--- src/rtl/dsp_pkg.sv ---
// -----------------------------------------------------------------------------
// dsp_pkg
// Shared definitions for the accumulator-to-output stage.
//   ACC_W / OUT_W   : accumulator width and output sample width
//   MAX_SHIFT_LIMIT : largest shift that is meaningful (ACC_W - OUT_W)
//   sc_state_e      : shift controller state (TRACK / HOLD)
//   need_from_msb() : minimum shift so that the sample fits in OUT_W bits
// -----------------------------------------------------------------------------
package dsp_pkg;

    localparam int ACC_W           = 40;
    localparam int OUT_W           = 16;
    localparam int MAX_SHIFT_LIMIT = 24;

    // msb index spans 0..39, needs 6 bits; a shift need spans 0..24, needs 5.
    localparam int MSB_W  = 6;
    localparam int NEED_W = 5;

    typedef enum logic {
        TRACK = 1'b0,
        HOLD  = 1'b1
    } sc_state_e;

    // need(x) = max(0, msb_index(x) - (OUT_W-1)), clamped to max_shift.
    // A zero sample needs no shift regardless of the encoder's index output.
    function automatic logic [NEED_W-1:0] need_from_msb(
        input logic [MSB_W-1:0]  msb,
        input logic              zero,
        input logic [NEED_W-1:0] max_shift
    );
        logic [MSB_W-1:0] raw;
        raw = '0;
        if (!zero && (msb > MSB_W'(OUT_W - 1))) begin
            raw = msb - MSB_W'(OUT_W - 1);
        end
        if (raw > {1'b0, max_shift}) begin
            raw = {1'b0, max_shift};
        end
        return raw[NEED_W-1:0];
    endfunction

endpackage

--- src/rtl/lead_one_40.sv ---
// -----------------------------------------------------------------------------
// lead_one_40
// Combinational 40-bit priority encoder (leading one detector).
//   x         in  ACC_W  value to encode
//   msb_index out MSB_W  index of the highest set bit (0 when x == 0)
//   zero      out 1      high when x == 0
// -----------------------------------------------------------------------------
module lead_one_40
    import dsp_pkg::*;
(
    input  logic [ACC_W-1:0] x,
    output logic [MSB_W-1:0] msb_index,
    output logic             zero
);

    // Ascending scan: the last set bit seen is the most significant one.
    always_comb begin
        msb_index = '0;
        zero      = (x == '0);
        for (int i = 0; i < ACC_W; i++) begin
            if (x[i]) begin
                msb_index = MSB_W'(i);
            end
        end
    end

endmodule

--- src/rtl/shift_ctrl.sv ---
// -----------------------------------------------------------------------------
// shift_ctrl
// Automatic shift controller for the 40-bit accumulator -> 16-bit output
// shifter. Raises shift immediately when a sample would overflow (attack) and
// lowers it one step per quiet window once a hold period has expired (decay).
//   ck      in  1        clock, posedge
//   rst     in  1        synchronous reset, active-high
//   en      in  1        sample strobe
//   in      in  ACC_W    unsigned accumulator sample
//   shift   out SHIFT_W  shift select for the output shifter
//   changed out 1        one-cycle pulse when shift takes a new value
//   hold    out 1        high while decay is blocked (state HOLD)
//
// Handshake: en is a pure valid strobe with no ready/back-pressure; every
// posedge with en=1 consumes `in`. Idle cycles (en=0) do not advance windows.
//
// Pipeline: stage 1 registers need(in); stage 2 applies attack/decay one
// posedge later, so shift moves on the second posedge counted from sampling.
// -----------------------------------------------------------------------------
module shift_ctrl
    import dsp_pkg::*;
#(
    parameter int SHIFT_W    = 5,
    parameter int WINDOW     = 256,
    parameter int HOLD_WIN   = 4,
    parameter int INIT_SHIFT = 0,
    parameter int MAX_SHIFT  = 24
) (
    input  logic               ck,
    input  logic               rst,
    input  logic               en,
    input  logic [ACC_W-1:0]   in,
    output logic [SHIFT_W-1:0] shift,
    output logic               changed,
    output logic               hold
);

    localparam int WIN_CW  = $clog2(WINDOW);
    localparam int HOLD_CW = $clog2(HOLD_WIN + 1);

    // ---------------- stage 1: need(in) ----------------
    logic [MSB_W-1:0]  msb_idx;
    logic              msb_zero;

    logic              v_q,    v_d;
    logic [NEED_W-1:0] need_q, need_d;

    lead_one_40 u_lead (
        .x         (in),
        .msb_index (msb_idx),
        .zero      (msb_zero)
    );

    always_comb begin
        v_d    = en;
        need_d = need_q;
        if (en) begin
            need_d = need_from_msb(msb_idx, msb_zero, NEED_W'(MAX_SHIFT));
        end
    end

    // ---------------- stage 2: attack / decay FSM ----------------
    sc_state_e            state_q,    state_d;
    logic [SHIFT_W-1:0]   shift_q,    shift_d;
    logic                 changed_q,  changed_d;
    logic [WIN_CW-1:0]    win_cnt_q,  win_cnt_d;
    logic [NEED_W-1:0]    peak_q,     peak_d;
    logic [HOLD_CW-1:0]   hold_cnt_q, hold_cnt_d;
    logic [NEED_W-1:0]    p;

    always_comb begin
        // p is the window peak including the sample being evaluated now.
        p          = (need_q > peak_q) ? need_q : peak_q;

        state_d    = state_q;
        shift_d    = shift_q;
        changed_d  = 1'b0;
        win_cnt_d  = win_cnt_q;
        peak_d     = peak_q;
        hold_cnt_d = hold_cnt_q;

        if (v_q) begin
            if (int'(need_q) > int'(shift_q)) begin
                // Attack outranks a coincident window end: the window restarts
                // and no decay is applied on this sample.
                shift_d    = SHIFT_W'(need_q);
                changed_d  = 1'b1;
                state_d    = HOLD;
                hold_cnt_d = HOLD_CW'(HOLD_WIN);
                win_cnt_d  = '0;
                peak_d     = '0;
            end else if (win_cnt_q == WIN_CW'(WINDOW - 1)) begin
                win_cnt_d = '0;
                peak_d    = '0;
                if (state_q == HOLD) begin
                    hold_cnt_d = hold_cnt_q - HOLD_CW'(1);
                    if (hold_cnt_q == HOLD_CW'(1)) begin
                        state_d = TRACK;
                    end
                end else if (int'(p) < int'(shift_q)) begin
                    // p < shift guarantees shift >= 1, so no underflow.
                    shift_d   = shift_q - SHIFT_W'(1);
                    changed_d = 1'b1;
                end
            end else begin
                win_cnt_d = win_cnt_q + WIN_CW'(1);
                peak_d    = p;
            end
        end
    end

    always_ff @(posedge ck) begin
        if (rst) begin
            v_q        <= 1'b0;
            need_q     <= '0;
            state_q    <= TRACK;
            shift_q    <= SHIFT_W'(INIT_SHIFT);
            changed_q  <= 1'b0;
            win_cnt_q  <= '0;
            peak_q     <= '0;
            hold_cnt_q <= '0;
        end else begin
            v_q        <= v_d;
            need_q     <= need_d;
            state_q    <= state_d;
            shift_q    <= shift_d;
            changed_q  <= changed_d;
            win_cnt_q  <= win_cnt_d;
            peak_q     <= peak_d;
            hold_cnt_q <= hold_cnt_d;
        end
    end

    assign shift   = shift_q;
    assign changed = changed_q;
    assign hold    = (state_q == HOLD);

endmodule

--- config.mk ---
export PLATFORM = sky130hd
export DESIGN_NAME = shift_ctrl
export DESIGN_NICKNAME = d
export VERILOG_FILES = /design/src/rtl/dsp_pkg.sv /design/src/rtl/lead_one_40.sv /design/src/rtl/shift_ctrl.sv
export SDC_FILE = /design/constraint.sdc
export NUM_CORES = 1
export LEC_CHECK = 0
export CORE_ASPECT_RATIO = 1.1
export CORE_MARGIN = 8
export CORE_UTILIZATION = 42
export CTS_BUF_LIST = sky130_fd_sc_hd__clkbuf_8 sky130_fd_sc_hd__clkbuf_16
export DETAILED_ROUTE_END_ITERATION = 8
export PLACE_DENSITY = 0.68
export SLEW_MARGIN = 20
export SYNTH_ARGS = -nofsm -noshare
export SYNTH_HDL_FRONTEND = slang
export SYNTH_SLANG_ARGS = --single-unit
--- constraint.sdc ---
create_clock -name ck -period 9.55 [get_ports ck]
set_clock_uncertainty 0.15 [all_clocks]
set_input_delay 1.91 -clock ck [delete_from_list [all_inputs] [get_ports ck]]
set_output_delay 1.91 -clock ck [all_outputs]
set_load 0.005 [all_outputs]
Yosys cells after proc, flatten, opt, wreduce, memory -nomap -nowiden

Cells that the tools add are included.

Output and inout port bits: 7
Register bits: 29
Input port bits: 43
Logic and storage cells: 93

Reductions and logical operators: 10
Multiplexer cells: 62
Magnitude comparators: 5
Bitwise operators: 1
Add/sub/neg operators: 4
Equal/unequal tests: 3

Operators with widths:

| operator            | number |
|---|---|
| $mux 5              | 24 |
| $mux 6              | 10 |
| $logic_not 40->1    | 1 |
| $mux 4              | 8 |
| $mux 3              | 7 |
| $mux 8              | 2 |
| $gt 5x5->1          | 2 |
| $mux 1              | 9 |
| $add 8x1->8 const B | 1 |
| $eq 8x8->1 const B  | 1 |
| $gt 6x4->1 const B  | 1 |
| $gt 6x5->1 const B  | 1 |
| $reduce_bool 2->1   | 3 |
| $sub 6x4->6 const B | 1 |
| $lt 5x5->1          | 1 |
| $sub 5x1->5 const B | 1 |
| $mux 2              | 2 |
| $reduce_and 4->1    | 1 |
| $eq 3x1->1 const B  | 1 |
| $reduce_and 3->1    | 1 |
| $sub 3x1->3 const B | 1 |
| $ne 2x1->1 const B  | 1 |
| $reduce_and 2->1    | 1 |
| $reduce_or 2->1     | 1 |
| 3 further kinds     | 3 |

Logic depth before layout (Yosys ltp)

Gate-level depths: netlist of run 1.

Word-level depth: 45
Mapped depth: 14
Depth with buffers taken out: 14

Cells and area by module

A second synthesis of run 1 with hierarchy kept.

Cells, all modules: 311
Area, all modules: 2263.4 sq um

Modules (own cells, without submodules):

| module      | area an instance (sq um) | seq. area each (sq um) | instances | cells an instance |
|---|---|---|---|---|
| shift_ctrl  | 1821.7                   | 580.6                  | 1         | 228 |
| lead_one_40 | 441.7                    | 0.0                    | 1         | 83 |

Worst setup path after synthesis of run 1

No wires, ideal clock.

Kind: input-to-reg
Start: input port in[1]
End: register need_q[0]
Buffers on the path: 0
Slack: 5.473 ns
Required time: 9.313 ns
Arrival time: 3.840 ns
Stages: 12
Setup time: 0.087 ns
Cell sequence: nor2b_1 -> o21ai_1 -> a21oi_1 -> or4_1 -> o2111ai_1 -> a32oi_1 -> ha_1 -> a21oi_2 -> inv_1 -> a221oi_4 -> a21oi_2 -> o31ai_1

Longest elaborated chain between the ends: 45
Elaborated cells between the ends (all ways): 48
Classes of those cells: add/sub (1); order compare (2); mux (42); reduce/logical (3)

RTL lines:

| what                  | RTL line          | source |
|---|---|---|
| start, declared       | shift_ctrl.sv:32  | `input logic [ACC_W-1:0] in,` |
| $mux 1                | lead_one_40.sv:21 | `if (x[i]) begin` |
| $mux 2 (2 in series)  | lead_one_40.sv:21 |  |
| $mux 3 (4 in series)  | lead_one_40.sv:21 |  |
| $mux 4 (8 in series)  | lead_one_40.sv:21 |  |
| $mux 5 (16 in series) | lead_one_40.sv:21 |  |
| $mux 6 (8 in series)  | lead_one_40.sv:21 |  |
| $gt 6x4->1            | dsp_pkg.sv:33     | `if (!zero && (msb > MSB_W'(OUT_W - 1))) begin` |
| $logic_and 1x1->1     | dsp_pkg.sv:33     |  |
| $mux 6 (*)            | dsp_pkg.sv:33     |  |
| $mux 6 (*)            | shift_ctrl.sv:57  | `if (en) begin` |
| $gt 6x5->1            | dsp_pkg.sv:36     | `if (raw > {1'b0, max_shift}) begin` |
| $mux 5 (*)            | dsp_pkg.sv:36     |  |
| end signal, assigned  | shift_ctrl.sv:124 | `need_q <= need_d;` |
| end, declared         | shift_ctrl.sv:46  | `logic [NEED_W-1:0] need_q, need_d;` |

Every way passes the cells marked *; elsewhere a longest branch is shown, timed or not. The select of a mux whose other input is x is not followed.
A chain may end at the register's enable or synchronous reset.

Worst setup path in the final report of run 1

Start: input port in[6]
End: register need_q[0]

Longest elaborated chain between the ends: 40
Elaborated cells between the ends (all ways): 43
Classes of those cells: add/sub (1); order compare (2); mux (37); reduce/logical (3)

RTL lines:

| what                  | RTL line |
|---|---|
| $mux 3 (2 in series)  | lead_one_40.sv:21 |
| $mux 4 (8 in series)  | lead_one_40.sv:21 |
| $mux 5 (16 in series) | lead_one_40.sv:21 |
| $mux 6 (8 in series)  | lead_one_40.sv:21 |
| $gt 6x4->1            | dsp_pkg.sv:33 |
| $logic_and 1x1->1     | dsp_pkg.sv:33 |
| $mux 6 (*)            | dsp_pkg.sv:33 |
| $mux 6 (*)            | shift_ctrl.sv:57 |
| $gt 6x5->1            | dsp_pkg.sv:36 |
| $mux 5 (*)            | dsp_pkg.sv:36 |

Marked as above.

==> results of run 1 <==
## flip-flops by register name, indices dropped and copies added (netlist names)
signal,cells
win_cnt_q,8
need_q,5
peak_q,5
shift,5
hold_cnt_q,3
changed,1
hold,1
v_q,1
## cell type report
cell class                 count  area share (%)
multi-input combinational    258            54.5
sequential                    29            19.1
timing repair buffer          49            16.1
inverter                      27            3.34
tap                           75            3.09
clock buffer                   6            2.72
clock inverter                 2            1.11
## routing by layer
metal  share of wire, %  vias up  track usage, %
li1                   -     1271               -
met1                 45     1144            19.0
met4               0.49        0            3.73
met5                  0        -               0
met3                3.8        5            3.30
met2                 50       53            28.7
## logic make-up (layout without fill, tap and decap cells)
family	after synthesis	after routing	synth area share, %
fa+ha+maj	19	19	10.1
flops	29	29	24.6
compound gates	98	98	27.9
mux	3	3	1.33
buf+inv	33	84	5.25
xor+xnor	6	6	2.23
simple gates	132	132	28.6
## how the worst max path moves through the flow
| stage | from | slack (ns) | endpoint | cells after the start |
|---|---|---|---|---|
| 2_1_floorplan | in[1] | 5.47 | need_q[0] | 12 |
| 3_3_place_gp | in[6] | 4.72 | need_q[0] | 13 |
| 3_5_place_dp | in[29] | 4.66 | need_q[0] | 12 |
| 4_1_cts | in[29] | 4.93 | need_q[0] | 12 |
| 5_1_grt | in[29] | 4.74 | need_q[0] | 12 |
| 6_report | in[6] | 4.93 | need_q[0] | 13 |
## cells in the final DEF, fill, tap and decap left out, types with 5 or more instances in the layout
cell type and n:
a21oi_1 30, o31ai_1 7, o21ai_0 15, nor3_1 14, nand3_1 15, dfxtp_1 29
inv_1 27, clkdlybuf4s50_1 48, nand2_1 28, nor2_1 34, nor2b_1 6, clkbuf_8 6
xor2_1 5, nor4_1 8, nand2b_1 8, ha_1 19, o21ai_1 8
## metrics by stage
stage               power (mW)  utilization (%)  instances
floorplan                0.211                -        320
global placement         0.260             54.1        438
detailed placement       0.263             54.1        438
CTS                      0.393             56.2        446
global route             0.415             56.2        446
finish                   0.391             56.2        446
## worst min-delay path: stages (launching register included)
cell      delay [ns]
dfxtp_1         0.31
nand2b_1        0.06
a21oi_1         0.06
## power by group through the flow
stage                     Sequential (mW)  Combinational, mW  Clock [mW]
after detailed placement            0.138              0.125           0
after floorplan                     0.135             0.0766           0
after global routing                0.136              0.141       0.138
after CTS                           0.135              0.125       0.133
after global placement              0.138              0.123           0
final                               0.135              0.126       0.130
==> impl_metrics.env, run 1 <==
export IMPL_cts_setup_buffers=0
export IMPL_vias=2473
export IMPL_hold_buffers=0
export IMPL_crit_family="compound AO/OA/AOI/OAI gates"
export IMPL_synth_most_common_cell="nor2_1"
export IMPL_fin_crit_ns=4.62
export IMPL_clock_sinks=29
export IMPL_hold_class="register to register"
export IMPL_multi_input_area_um2=1650
export IMPL_cts_root_buf="clkbuf_8"
export IMPL_yosys_cell_types_count=54
export IMPL_drv_cap=0
export IMPL_io_pins=50
export IMPL_holdWs_ns=0.327
export IMPL_slew_headroom_pct=44.3
export IMPL_gp_congestion=0.816
export IMPL_placeableCoreArea_um2=5400
export IMPL_min_from="peak_q[3]"
export IMPL_ys_warn_count=0
export IMPL_r2r_start="need_q[2]"
export IMPL_r2r_end="shift[4]"
export IMPL_status="completed"
export IMPL_die_w_um=87.5
export IMPL_synth_common_cells="34 x nor2_1, 30 x a21oi_1, 29 x dfxtp_1"
export IMPL_power_leakage_nw=1.12
export IMPL_r2r_worst_path_cells=12
export IMPL_rsz0062_at_grt="false"
export IMPL_h_tree_depth=2
export IMPL_grt_max_degree=25
export IMPL_first_pass_iters=4
export IMPL_area_growth_pct=28.6
export IMPL_p_clk_share_pct=33.3
export IMPL_hold_path_end="peak_q[3]"
export IMPL_cts_repair_resized=0
export IMPL_ant_nets=0
export IMPL_dpl_cell_area_um2=2920
export IMPL_synth_top_area_cell="dfxtp_1"
export IMPL_first_iter_violations=128
export IMPL_synthCells=320
export IMPL_cts_tree="yes"
export IMPL_final_hold_violation_count=0
export IMPL_seqPwrFrac_pct=34.6
export IMPL_grt_ovfl_total=0
export IMPL_setup_ws_ns=4.93
export IMPL_post_drt_wl_per_cell_um=14.2
export IMPL_syn_area_um2=2360
export IMPL_drive_gt1_share_pct=6.74
export IMPL_tns_ns=0
export IMPL_ys_flop_type="dfxtp_1"
export IMPL_fmax_ghz=0.217
export IMPL_setup_viol=0
export IMPL_fin_nets=432
export IMPL_crit_path_start_kind="input pin"
export IMPL_r2r_slack_ns=6.00
export IMPL_via_per_inst=5.54
export IMPL_regArea_um2=581
export IMPL_filler_cell_count=548
export IMPL_diodes=0
export IMPL_drc=0
export IMPL_start_util_pct=43.7
export IMPL_power_switching_mw=0.122
export IMPL_p_per_area_nw_per_um2=129
export IMPL_grt_pass1_vias=2379
export IMPL_whs_path_depth=2
export IMPL_die_h_um=94.6
export IMPL_required_ns=9.59
export IMPL_cp_end_kind="register"
export IMPL_power_frac_comb_pct=32.1
export IMPL_cts_buffers=5
export IMPL_cts_buffer_depth=2
export IMPL_worstPathCellList="clkdlybuf4s50_1 > inv_1 > a21oi_1 > a21oi_1 > or4_1 > o2111ai_1 > a32oi_1 > ha_1 > a21oi_2 > inv_1 > a221oi_4 > a21oi_2 > o31ai_1"
export IMPL_clk_pin_slew_ns=0.06
export IMPL_place_ws_ns=4.66
export IMPL_io_buffers=48
export IMPL_fin_crit_sh_pct=48.4
export IMPL_wl_um=6330
export IMPL_grt_antenna_before_repair=0
export IMPL_synth_area_top_cells="dfxtp_1 25%, ha_1 10%, a21oi_1 6.4%, nor2_1 5.4%, nand2_1 4.5%"
export IMPL_synth_edf_count=0
export IMPL_ys_seq_area_share_pct=24.6
export IMPL_yosysTopAreaCellShare_pct=24.6
export IMPL_dp_hpwl_um=5170
export IMPL_p_int_mw=0.269
export IMPL_tightest_slew_ns=0.828
export IMPL_ir_drop_mv=0.0714
export IMPL_slew_violations=0
export IMPL_insertion_delay_ns=0.28
export IMPL_async_flop_share_pct=0
export IMPL_crit_slowest_cell="clkdlybuf4s50_1"
export IMPL_criticalPathCategory="input pin to register"
export IMPL_grt_pass1_wl_um=10800
export IMPL_p_sw_share_pct=31.2
export IMPL_cp_max_fo=4
export IMPL_critPathMaxStageDelay_ns=0.54
export IMPL_fp_dieArea_um2=8270
export IMPL_fp_row_count=28
export IMPL_synth_seq_cells=29
export IMPL_grt_total_usage_pct=16.0
export IMPL_path_buf_inv=3
export IMPL_avgSynthCellArea_um2=7.37
export IMPL_synth_nets=382
export IMPL_arrival_ns=4.65
export IMPL_fin_area_um2=3030
Power figures use the tool's default switching activity.
==> run 2, diff against run 1 <==
--- a/config.mk
+++ b/config.mk
@@ -10,7 +10,7 @@
 export CORE_UTILIZATION = 42
 export CTS_BUF_LIST = sky130_fd_sc_hd__clkbuf_8 sky130_fd_sc_hd__clkbuf_16
 export DETAILED_ROUTE_END_ITERATION = 8
-export PLACE_DENSITY = 0.68
+export PLACE_DENSITY = 0.71
 export SLEW_MARGIN = 20
 export SYNTH_ARGS = -nofsm -noshare
 export SYNTH_HDL_FRONTEND = slang
==> constraint.sdc (replaced) <==
create_clock -name ck -period 3.7 [get_ports ck]
set_clock_uncertainty 0.15 [all_clocks]
set_input_delay 0.74 -clock ck [delete_from_list [all_inputs] [get_ports ck]]
set_output_delay 0.74 -clock ck [all_outputs]
set_load 0.005 [all_outputs]
==> run 2 against run 1 <==
Against the previous run: clock-buffer cell count is 1 lower; core utilization is 0.70 points higher; critical path depth stayed put; worst setup slack worse by 4.6 ns; routed wire length is 0.92% lower; sequential cell count stayed put; cell area is 1.2% higher; hold slack worse by 0.00056 ns; die area stayed put; sequential share of layout area is 0.23 points lower; critical path type unchanged; critical endpoint is now need_q[1]; largest cell class unchanged; highest routed layer unchanged.
==> impl_metrics.env, run 2 (synthesized netlist as in run 1, its figures left out) <==
export IMPL_fin_crit_ns=3.41
export IMPL_clock_sinks=29
export IMPL_cts_repair_resized=0
export IMPL_status="completed"
export IMPL_gp_congestion=0.855
export IMPL_whs_path_depth=2
export IMPL_cts_root_buf="clkbuf_8"
export IMPL_grt_ovfl_total=0
export IMPL_fp_dieArea_um2=8270
export IMPL_io_buffers=48
export IMPL_r2r_slack_ns=0.35
export IMPL_hold_class="register to register"
export IMPL_insertion_delay_ns=0.28
export IMPL_critPathMaxStageDelay_ns=0.54
export IMPL_min_from="peak_q[4]"
export IMPL_largest_register_ffs=8
export IMPL_grt_max_degree=25
export IMPL_p_per_area_nw_per_um2=307
export IMPL_wl_um=6280
export IMPL_via_per_inst=5.40
export IMPL_grt_antenna_before_repair=0
export IMPL_setup_viol=0
export IMPL_drc=0
export IMPL_tightest_slew_ns=0.719
export IMPL_die_h_um=94.6
export IMPL_h_tree_depth=2
export IMPL_start_util_pct=43.7
export IMPL_placeableCoreArea_um2=5400
export IMPL_grt_total_usage_pct=15.7
export IMPL_post_drt_wl_per_cell_um=13.8
export IMPL_cp_end_kind="register"
export IMPL_area_growth_pct=30.2
export IMPL_fp_row_count=28
export IMPL_dp_hpwl_um=5210
export IMPL_finish_utilization_pct=56.9
export IMPL_io_pins=50
export IMPL_slew_headroom_pct=52.0
export IMPL_first_pass_iters=4
export IMPL_cts_setup_buffers=0
export IMPL_dp_cells=447
export IMPL_grt_pass1_vias=2441
export IMPL_die_w_um=87.5
export IMPL_crit_slowest_cell="clkdlybuf4s50_1"
export IMPL_cts_tree="yes"
export IMPL_cts_buffers=5
export IMPL_fmax_ghz=0.294
export IMPL_slew_violations=0
export IMPL_vias=2455
export IMPL_required_ns=3.74
export IMPL_rsz0062_at_grt="false"
export IMPL_grt_pass1_wl_um=10700
export IMPL_hold_path_end="peak_q[4]"
export IMPL_tns_ns=0
export IMPL_r2r_start="need_q[1]"
export IMPL_cp_max_fo=4
export IMPL_r2r_end="shift[2]"
export IMPL_final_hold_violation_count=0
export IMPL_final_common_cell="clkdlybuf4s50_1"
export IMPL_hold_buffers=0
export IMPL_finalNonFillerCells=455
export IMPL_crit_family="compound AO/OA/AOI/OAI gates"
export IMPL_clk_pin_slew_ns=0.07
export IMPL_fin_crit_sh_pct=92.1
export IMPL_ant_nets=0
export IMPL_final_cell_mix="48 x clkdlybuf4s50_1, 34 x nor2_1, 30 x a21oi_1"
export IMPL_diodes=0
export IMPL_ir_drop_mv=0.224
export IMPL_drive_gt1_share_pct=9.21
export IMPL_path_buf_inv=3
export IMPL_worstPathCellList="clkdlybuf4s50_1 > inv_1 > a21oi_1 > a21oi_1 > or4_1 > o2111ai_1 > a32oi_1 > ha_1 > a21oi_2 > inv_1 > a221oi_4 > a21oi_2 > o31ai_1"
export IMPL_r2r_worst_path_cells=12
export IMPL_cts_buffer_depth=2
export IMPL_first_iter_violations=105
export IMPL_drv_cap=0
export IMPL_fin_nets=441
export IMPL_top_register="win_cnt_q"
export IMPL_crit_path_start_kind="input pin"
export IMPL_criticalPathCategory="input pin to register"
export IMPL_power_leakage_nw=1.14
export IMPL_arrival_ns=3.45
run 2: cell count changes in the layout (fill, tap and decap cells not counted):
cell and change:
clkinv_2 +2, inv_1 -1, bufinv_16 -1, buf_4 +9, clkbuf_8 -1, clkinvlp_4 +1
run 2: layer usage:
| layer | GRT usage [%] | vias to the layer above | wire length (um) |
|---|---|---|---|
| met3 | 3.48 | 10 | 327 |
| met4 | 5.02 | 0 | 91 |
| met5 | 0 | - | 0 |
| met2 | 28.1 | 57 | 3140 |
| met1 | 18.0 | 1099 | 2720 |
| li1 | - | 1289 | - |
run 2: area by class of cell:
| class | instances | area (um2) |
|---|---|---|
| clock buffers | 5 | 68.8 |
| clock inverters | 3 | 17.5 |
| fillers | 522 | 2320 |
| inverters | 27 | 101 |
| multi-input cells | 258 | 1650 |
| flip-flops and latches | 29 | 581 |
| well taps | 75 | 93.8 |
| repair buffers | 58 | 556 |
run 2: stage by stage:
step | area, um2 | setup WS, ns | power [mW] | hold slack [ns]
final | 3070 | 0.294 | 0.942 | 0.326
after global routing | 3070 | 0.104 | 1.00 | 0.358
after CTS | 3070 | 0.297 | 0.944 | 0.330
after detailed placement | 2990 | 0.0164 | 0.690 | 0.321
after global placement | 2990 | 0.0869 | 0.681 | 0.309
after floorplan | 2360 | 0.649 | 0.546 | 0.298
run 2: tightest hold or removal path, stage by stage, from the launching register on:
cell and delay, ns:
dfxtp_1 0.31, nand2b_1 0.06, a21oi_1 0.05
run 2: how the worst max path moves through the flow:
| stage | from | endpoint | slack [ns] | cells after the start |
|---|---|---|---|---|
| detailed placement | in[6] | need_q[1] | 0.02 | 13 |
| finish | in[6] | need_q[1] | 0.29 | 13 |
| global placement | in[6] | need_q[1] | 0.09 | 13 |
| floorplan | need_q[0] | shift[2] | 0.65 | 13 |
| CTS | in[6] | need_q[1] | 0.30 | 13 |
| global route | need_q[1] | shift[3] | 0.10 | 12 |
run 2: power by group:
part           switching, mW  internal [mW]  leakage (nW)
logic                  0.182          0.159         0.862
registers             0.0172          0.328         0.235
clock network          0.126          0.129        0.0439
total                  0.325          0.617          1.14
==> run 3, diff against run 2 <==
--- a/config.mk
+++ b/config.mk
@@ -5,6 +5,7 @@
 export SDC_FILE = /design/constraint.sdc
 export NUM_CORES = 1
 export LEC_CHECK = 0
+export ABC_AREA = 1
 export CORE_ASPECT_RATIO = 1.1
 export CORE_MARGIN = 8
 export CORE_UTILIZATION = 42
==> run 3 against run 2 <==
Against the previous run: final cell count up 6.2%; largest power group is now combinational cells; non-clock buffer count up 10; combinational power up 10%; highest routed layer unchanged; clock power up 34%.
==> impl_metrics.env, run 3 <==
export IMPL_status="completed"
export IMPL_synth_common_cells="82 x nand2_1, 76 x inv_1, 29 x dfxtp_1"
export IMPL_via_per_inst=4.99
export IMPL_yosysTopAreaCellShare_pct=26.2
export IMPL_placeableCoreArea_um2=5070
export IMPL_first_pass_iters=4
export IMPL_final_hold_violation_count=0
export IMPL_dpl_cell_area_um2=2870
export IMPL_grt_pass1_vias=2268
export IMPL_tightest_slew_ns=0.476
export IMPL_grt_max_degree=20
export IMPL_crit_path_start_kind="input pin"
export IMPL_place_ws_ns=-0.796
export IMPL_yosys_cell_types_count=30
export IMPL_holdWs_ns=0.314
export IMPL_io_pins=50
export IMPL_path_buf_inv=7
export IMPL_p_per_area_nw_per_um2=350
export IMPL_ir_drop_mv=0.150
export IMPL_hold_buffers=0
export IMPL_synth_seq_cells=29
export IMPL_syn_area_um2=2220
export IMPL_ant_nets=0
export IMPL_gp_congestion=0.820
export IMPL_slew_headroom_pct=68.0
export IMPL_final_common_cell="inv_1"
export IMPL_ys_seq_area_share_pct=26.2
export IMPL_criticalPathCategory="input pin to register"
export IMPL_cts_tree="yes"
export IMPL_dp_hpwl_um=4410
export IMPL_rsz0062_at_grt="true"
export IMPL_fmax_ghz=0.271
export IMPL_synth_area_top_cells="dfxtp_1 26%, nand2_1 14%, inv_1 13%, ha_1 11%, nand3_1 6.3%"
export IMPL_area_growth_pct=38.0
export IMPL_async_flop_share_pct=0
export IMPL_fin_crit_ns=3.69
export IMPL_dp_cells=469
export IMPL_fin_crit_sh_pct=99.7
export IMPL_final_cell_mix="75 x inv_1, 74 x nand2_1, 39 x clkdlybuf4s50_1"
export IMPL_setup_viol=0
export IMPL_crit_slowest_cell="a211oi_1"
export IMPL_top_register="win_cnt_q"
export IMPL_power_leakage_nw=1.49
export IMPL_finalNonFillerCells=483
export IMPL_ys_flop_type="dfxtp_1"
export IMPL_drive_gt1_share_pct=12.5
export IMPL_synth_nets=415
export IMPL_die_w_um=85.3
export IMPL_drv_cap=0
export IMPL_grt_antenna_before_repair=0
export IMPL_crit_family="simple AND/OR/NAND/NOR gates"
export IMPL_grt_total_usage_pct=14.6
export IMPL_drc=0
export IMPL_io_buffers=48
export IMPL_grt_ovfl_total=0
export IMPL_arrival_ns=3.71
export IMPL_vias=2411
export IMPL_cts_buffer_depth=2
export IMPL_fp_row_count=27
export IMPL_required_ns=3.72
export IMPL_ys_warn_count=0
export IMPL_clock_sinks=29
export IMPL_post_drt_wl_per_cell_um=11.4
export IMPL_cts_buffers=5
export IMPL_h_tree_depth=2
export IMPL_cpMostUsedCell="nand3_1"
export IMPL_synth_most_common_cell="nand2_1"
export IMPL_clk_pin_slew_ns=0.06
export IMPL_cp_end_kind="register"
export IMPL_fp_dieArea_um2=7870
export IMPL_wl_um=5510
export IMPL_synth_edf_count=0
export IMPL_diodes=0
export IMPL_grt_pass1_wl_um=9620
export IMPL_hold_class="register to register"
export IMPL_first_iter_violations=82
export IMPL_critPathMaxStageDelay_ns=0.22
export IMPL_insertion_delay_ns=0.29
export IMPL_cts_root_buf="clkbuf_8"
export IMPL_avgSynthCellArea_um2=6.28
export IMPL_start_util_pct=43.8
export IMPL_cp_max_fo=3
export IMPL_synth_top_area_cell="dfxtp_1"
export IMPL_fin_area_um2=3060
export IMPL_fin_nets=486
export IMPL_largest_register_ffs=8
export IMPL_slew_violations=0
export IMPL_synthCells=353
export IMPL_setup_ws_ns=0.0114
export IMPL_die_h_um=92.2
run 3: cell count changes after synthesis, moves of 4 or more:
cell      before  now
nor2_1        34   26
inv_1         26   76
nand3_1       15   28
a21o_1         4    0
nor2b_1        6    0
nand2_1       28   82
nand2b_1       8    0
nor3_1        14    2
o31ai_1        7    0
o21ai_1        8    0
run 3: path summary, 6_finish.rpt:
| check | from | to | slack, ns | depth (start not counted) |
|---|---|---|---|---|
| min | hold_cnt_q[1] | hold_cnt_q[1] | 0.31 | 2 |
| max reg2reg | peak_q[4] | shift[1] | 0.35 | 16 |
| min reg2reg | hold_cnt_q[1] | hold_cnt_q[1] | 0.31 | 2 |
| max | in[2] | need_q[1] | 0.01 | 31 |
run 3: cells by family (layout without fill, tap and decap cells):
family,after synthesis,in the layout,synth area share [%]
AND/OR/NAND/NOR,155,155,29.9
buffers and inverters,81,153,13.7
AO/OA/AOI/OAI,62,62,16.8
flip-flops,29,29,26.2
adder cells (fa/ha/maj),19,19,10.7
XOR/XNOR,7,7,2.76
run 3: metrics by stage:
| stage | setup TNS (ns) | total power [mW] | utilization [%] |
|---|---|---|---|
| detailed placement | -3.18 | 0.722 | 56.5 |
| global placement | -3.00 | 0.710 | 56.5 |
| CTS | -0.000424 | 1.07 | 59.9 |
| finish | 0 | 1.07 | 60.4 |
| floorplan | 0 | 0.583 | - |
| global route | -1.19 | 1.15 | 60.4 |
run 3: report_power, final:
| group | internal, mW | switching (mW) |
|---|---|---|
| clock | 0.217 | 0.125 |
| sequential | 0.334 | 0.0189 |
| combinational | 0.172 | 0.204 |
run 3: what timing repair did:
| action | 4_1_cts | 5_1_grt |
|---|---|---|
| setup buffers | 7 | 1 |
| hold endpoints to repair | 0 | 0 |
| gates resized for setup | 27 | 14 |
| endpoints found under the setup margin | 4 | 8 |
| pin swaps | 13 | 8 |
run 3: worst reg2reg max path: stages, from the launching register on:
cell and delay, ns:
dfxtp_1 0.35, inv_1 0.05, ha_1 0.31, nand3_1 0.11, o311ai_1 0.28, nand2_1 0.10
buf_4 0.17, o21ai_0 0.22, ha_1 0.29, a21oi_1 0.14, a21oi_1 0.08, a2111oi_0 0.31
nand3_1 0.11, nand2_1 0.16, inv_1 0.14, a211oi_1 0.19, a211oi_1 0.06
run 3: final cells by class:
type / instances / area [um2]
fill: 503 / 2010
timing repair buffer: 68 / 612
clock inverter: 2 / 33.8
sequential: 29 / 581
multi-input combinational: 243 / 1390
inverter: 77 / 292
tap: 58 / 72.6
clock buffer: 6 / 82.6
run 3: routing by layer:
metal / routed length [um] / GRT usage [%] / vias up
li1: - / - / 1288
met4: 57 / 3.95 / 0
met2: 2790 / 25.7 / 36
met1: 2460 / 16.8 / 1082
met3: 200 / 3.93 / 5
met5: 0 / 0 / -
